## config.mk

```make
export PLATFORM = sky130hd
export DESIGN_NAME = pp_seq_mult
export DESIGN_NICKNAME = d
export VERILOG_FILES = /design/src/rtl/pp_seq_mult.sv
export SDC_FILE = /design/constraint.sdc
export NUM_CORES = 1
export LEC_CHECK = 0
export CORE_MARGIN = 2
export CORE_UTILIZATION = 50
export DETAILED_ROUTE_END_ITERATION = 8
export GPL_ROUTABILITY_DRIVEN = 0
export PLACE_DENSITY = 0.82
export RECOVER_POWER = 100
export SLEW_MARGIN = 40
export SYNTH_ARGS = -nofsm -noshare
export SYNTH_HDL_FRONTEND = slang
export SYNTH_SLANG_ARGS = --single-unit
```

## constraint.sdc

```tcl
create_clock -name clk -period 5.52 [get_ports clk]
set_input_delay 1.104 -clock clk [delete_from_list [all_inputs] [get_ports clk]]
set_output_delay 1.104 -clock clk [all_outputs]
set_load 0.005 [all_outputs]
```

## src/rtl/pp_seq_mult.sv

```systemverilog
// Sequential shift-and-add multiplier: PPR AND-gated partial-product rows
// per clock, unsigned or two's-complement per transaction, valid/ready both sides.
module pp_seq_mult #(
    parameter int WIDTH = 8,
    parameter int PPR   = 1
) (
    input  logic               clk,
    input  logic               rst,
    input  logic               in_valid,
    output logic               in_ready,
    input  logic [WIDTH-1:0]   X,
    input  logic [WIDTH-1:0]   Y,
    input  logic               tc,
    output logic               out_valid,
    input  logic               out_ready,
    output logic [2*WIDTH-1:0] P,
    output logic               busy
);
    localparam int PW = 2 * WIDTH;
    localparam int CW = $clog2(WIDTH + 1);
    localparam logic [CW-1:0] STEP = CW'(PPR);
    localparam logic [CW-1:0] LAST = CW'(WIDTH - PPR);
    localparam logic [CW-1:0] MSB  = CW'(WIDTH - 1);

    if (WIDTH < 2 || PPR < 1 || (WIDTH % PPR) != 0) begin : g_param_check
        $fatal(1, "pp_seq_mult: WIDTH must be >= 2 and divisible by PPR");
    end

    typedef enum logic [1:0] {IDLE, RUN, DONE} state_t;

    state_t           state_q, state_d;
    logic [WIDTH-1:0] x_q, x_d;
    logic [WIDTH-1:0] y_q, y_d;
    logic             tc_q, tc_d;
    logic             out_valid_q, out_valid_d;
    logic [CW-1:0]    cnt_q, cnt_d;
    logic [PW-1:0]    acc_q, acc_d;
    logic [PW-1:0]    p_q, p_d;

    logic [PW-1:0]    xe;
    logic [PW-1:0]    row;
    logic [PW-1:0]    sum;
    logic [CW-1:0]    idx;
    logic [WIDTH-1:0] ybits;

    assign xe = tc_q ? {{WIDTH{x_q[WIDTH-1]}}, x_q} : {{WIDTH{1'b0}}, x_q};

    // The multiplier MSB carries negative weight in two's-complement mode
    always_comb begin
        sum   = acc_q;
        row   = '0;
        idx   = '0;
        ybits = '0;
        for (int j = 0; j < PPR; j++) begin
            idx   = cnt_q + CW'(j);
            ybits = y_q >> idx;
            row   = (xe & {PW{ybits[0]}}) << idx;
            if (tc_q && idx == MSB) begin
                sum = sum - row;
            end else begin
                sum = sum + row;
            end
        end
    end

    always_comb begin
        state_d     = state_q;
        x_d         = x_q;
        y_d         = y_q;
        tc_d        = tc_q;
        cnt_d       = cnt_q;
        acc_d       = acc_q;
        p_d         = p_q;
        out_valid_d = out_valid_q;
        unique case (state_q)
            IDLE: begin
                if (in_valid && in_ready) begin
                    x_d     = X;
                    y_d     = Y;
                    tc_d    = tc;
                    acc_d   = '0;
                    cnt_d   = '0;
                    state_d = RUN;
                end
            end
            RUN: begin
                acc_d = sum;
                cnt_d = cnt_q + STEP;
                if (cnt_q == LAST) begin
                    p_d         = sum;
                    out_valid_d = 1'b1;
                    state_d     = DONE;
                end
            end
            DONE: begin
                if (out_ready) begin
                    out_valid_d = 1'b0;
                    state_d     = IDLE;
                end
            end
            default: state_d = IDLE;
        endcase
    end

    always_ff @(posedge clk) begin
        if (rst) begin
            state_q     <= IDLE;
            x_q         <= '0;
            y_q         <= '0;
            tc_q        <= 1'b0;
            cnt_q       <= '0;
            acc_q       <= '0;
            p_q         <= '0;
            out_valid_q <= 1'b0;
        end else begin
            state_q     <= state_d;
            x_q         <= x_d;
            y_q         <= y_d;
            tc_q        <= tc_d;
            cnt_q       <= cnt_d;
            acc_q       <= acc_d;
            p_q         <= p_d;
            out_valid_q <= out_valid_d;
        end
    end

    assign in_ready  = (state_q == IDLE) && !rst;
    assign busy      = (state_q != IDLE);
    assign out_valid = out_valid_q;
    assign P         = p_q;

endmodule

```

==> results.cfg <==
[outcome]
run_status = finished with violations
violations = max-capacitance violations, max-slew violations

[power]
power_density_mw_per_mm2 = 283
peakVddDrop_mv = 0.124
power_mw = 1.24
p_leak_nw = 1.56

[cells_and_area]
nFillCells = 694
n_antenna_cell = 0
multiInputGateArea_sq_mm = 0.00258
fin_area_sq_mm = 0.00438
area.sequential_sq_mm = 0.00112
area_growth_pct = 12.3
drive_above_1_share_pct = 6.26
fin_nets = 581

[floorplanning]
die-area_sq_mm = 0.00852
rows = 32
pin_count = 40
fp.dieW_microns = 92.3
die_height_microns = 92.3
core_area_sq_mm = 0.00765
initial_utilization_pct = 51.0

[placement]
postPlaceCellArea_sq_mm = 0.00430
io_buffers = 39
pre_cts_slack_ns = 0.824
hpwl_microns = 6860

[synthesis]
synth_top_area_share_pct = 28.8
synth_warnings = 0
synth_flop_cell = dfxtp_1
synth_area_leaders = dfxtp_1 29%, nand2_1 11%, a21oi_1 9.1%
ys_ff_latch = 56
syn-num-nets = 564
synthArstFlopShare_pct = 0
synth_area_sq_mm = 0.00390
synth_edf_count = 0
netlist-cell-type-count = 69
seq_area_frac_synth_pct = 28.8
synth_cells = 525
synth.avg_cell_area_sq_um = 7.43
synth_top_cell_by_area = dfxtp_1

[cts]
cts.htree.levels = 2
worstSkewPairLatency_ns = 0.31
hold_buffers = 0
ctsResizeCount = 0
post_cts_buffers = 0
clkSlewWorstSetupHoldPaths_ns = 0.10
root_buffer = clkbuf_8
cts_tree = built
clock_sinks = 56
cts_buffers = 5
cts_buffer_depth = 2

[sta]
max_slew_margin_pct = -6.35
rsz0062_at_grt = false
setup_tns_ns = 0
fin_crit_ns = 4.88
finClkSkew_ns = 0.0101
finalSetupViolations = 0
fin_ws_ns = 0.642
report.final.slew_viol_count = 36
fmax_mhz = 205
fin_hold_ws_ns = 0.458
fin_crit_sh_pct = 88.4
worstMarginPinSlew_ns = 1.60
finalHoldViolCount = 0

[drt]
drt-total-wl_microns = 9410
drc = 0
avgRoutedWirePerCell_microns = 14.6
via_per_inst = 5.90
vias = 3805
drtIter0Drc = 320
drt_first_pass_iters = 5
ant_nets = 0

[worst_setup_path]
cp_top_family = compound AO/OA/AOI/OAI gates
cp.required_ns = 5.77
crit_chain = mux4_1 -> or2_1 -> nand3_2 -> or3_1 -> ha_1 -> nor2_1 -> xnor2_1 -> ha_1 -> nor2b_1 -> o21ai_0 -> a21boi_0 -> o41ai_1 -> o211ai_1 -> a41oi_1 -> xnor2_1 -> nand2_1 -> a21oi_1
arrival_ns = 5.13
cp_num_buf_inv = 0
endpoint_kind = flop
path_class = flop to flop
critPathMaxStageDelay_ns = 0.83
worst_path_max_delay_cell = dfxtp_1
crit_fanout = 22
crit_path_start_kind = flop

[grt]
grt_max_degree = 60
grt-ovfl-total = 0
antenna_found_initial = 0
grt_pass1_wl_microns = 16000
grt_pass1_vias = 3571
grt_use_total_pct = 22.6

[run]
cap_viol_max_count = 1

[min_path]
worstHoldPathType = flop to flop
==> layout by cell type, fill, tap and decap left out, types with 4 or more instances in the layout <==
master / count
clkbuf_8: 5
o21ai_0: 16
xnor2_1: 17
buf_4: 5
a21o_1: 5
dfxtp_1: 56
nand2_1: 110
nor2_1: 42
clkdlybuf4s50_1: 18
xor2_1: 8
a211oi_1: 4
inv_1: 9
mux2i_1: 15
a31oi_1: 7
nor2b_1: 6
o21a_1: 4
nand3_1: 21
ha_1: 17
a21oi_1: 71
nor3_1: 12
nand2b_1: 4
mux2_2: 4
dlygate4sd3_1: 20
==> final cells by class <==
type / instances / share of cell area (%)
multi-input combinational: 425 / 59.0
sequential: 56 / 25.6
timing repair buffer: 45 / 9.75
tap: 102 / 2.92
clock buffer: 6 / 1.66
inverter: 9 / 0.772
clock inverter: 2 / 0.314
==> Yosys cell counts, types with 2 or more instances <==
cell type / n
nor2b_1: 6
buf_6: 3
nand2_1: 110
o21a_1: 4
o21ai_0: 16
a31oi_1: 7
nor4_1: 2
xnor2_1: 17
nor2_1: 43
a31o_2: 2
buf_2: 3
a21oi_1: 71
mux2_2: 4
a31oi_4: 2
buf_4: 2
nand3_1: 21
inv_1: 9
and3_1: 3
nand2b_1: 5
nand4_1: 3
ha_1: 17
o211ai_1: 3
xor2_1: 8
nor3_1: 12
a211oi_1: 4
nand3b_1: 2
o22ai_1: 2
or2_1: 2
mux2i_1: 15
clkbuf_1: 21
dfxtp_1: 56
and2_1: 3
or3_1: 3
a21o_1: 5
buf_1: 5
==> through the flow <==
step / cells / util [%]
floorplan: 525 / -
global placement: 637 / 56.1
detailed placement: 637 / 56.2
CTS: 645 / 57.3
global route: 645 / 57.2
finish: 645 / 57.2
==> per-layer routing <==
metal / track usage [%] / vias up / wire (microns)
met4: 7.71 / 0 / 233
met5: 0 / - / 0
met1: 28.9 / 1753 / 4000
met3: 2.93 / 28 / 572
li1: - / 1874 / -
met2: 39.2 / 150 / 4600
==> worst reg2reg max path, cell delays in order, from the launching register on <==
cell and delay (ns):
dfxtp_1 0.83, mux4_1 0.29, or2_1 0.18, nand3_2 0.23, or3_1 0.45, ha_1 0.28, nor2_1 0.16, xnor2_1 0.14
ha_1 0.29, nor2b_1 0.14, o21ai_0 0.19, a21boi_0 0.18, o41ai_1 0.57, o211ai_1 0.22, a41oi_1 0.29, xnor2_1 0.17
nand2_1 0.07, a21oi_1 0.13
==> flip-flops by register name, indices dropped and copies added, names as in the netlist <==
name / flops
cnt_q: 4
acc_q: 16
state_q: 2
out_valid: 1
x_q: 8
P: 16
tc_q: 1
y_q: 8
==> cells by family after synthesis <==
kind of cell,Yosys count,synth area share [%]
AND/OR/NAND/NOR,227,26.6
adder cells (fa/ha/maj),18,5.97
flip-flops,56,28.8
multiplexers,21,6.26
buffers and inverters,44,5.13
XOR/XNOR,25,5.62
AO/OA/AOI/OAI,134,21.6
==> path summary, 6_finish.rpt <==
path                                            start                  to  slack [ns]  depth (start not counted)
worst min-delay path                P[7]$_SDFFE_PP0P_   P[7]$_SDFFE_PP0P_        0.46                          2
worst min register to register      P[7]$_SDFFE_PP0P_   P[7]$_SDFFE_PP0P_        0.46                          2
worst max-delay path            cnt_q[1]$_SDFFE_PP0P_  P[14]$_SDFFE_PP0P_        0.64                         17
worst max register to register  cnt_q[1]$_SDFFE_PP0P_  P[14]$_SDFFE_PP0P_        0.64                         17
==> power by group <==
group / internal [mW] / leakage [nW] / switching [mW]
sequential: 0.435 / 0.454 / 0.0258
clock: 0.0910 / 0.0456 / 0.139
combinational: 0.235 / 1.06 / 0.316
total: 0.760 / 1.56 / 0.480
Note: power is estimated with default switching activity, not from simulation.
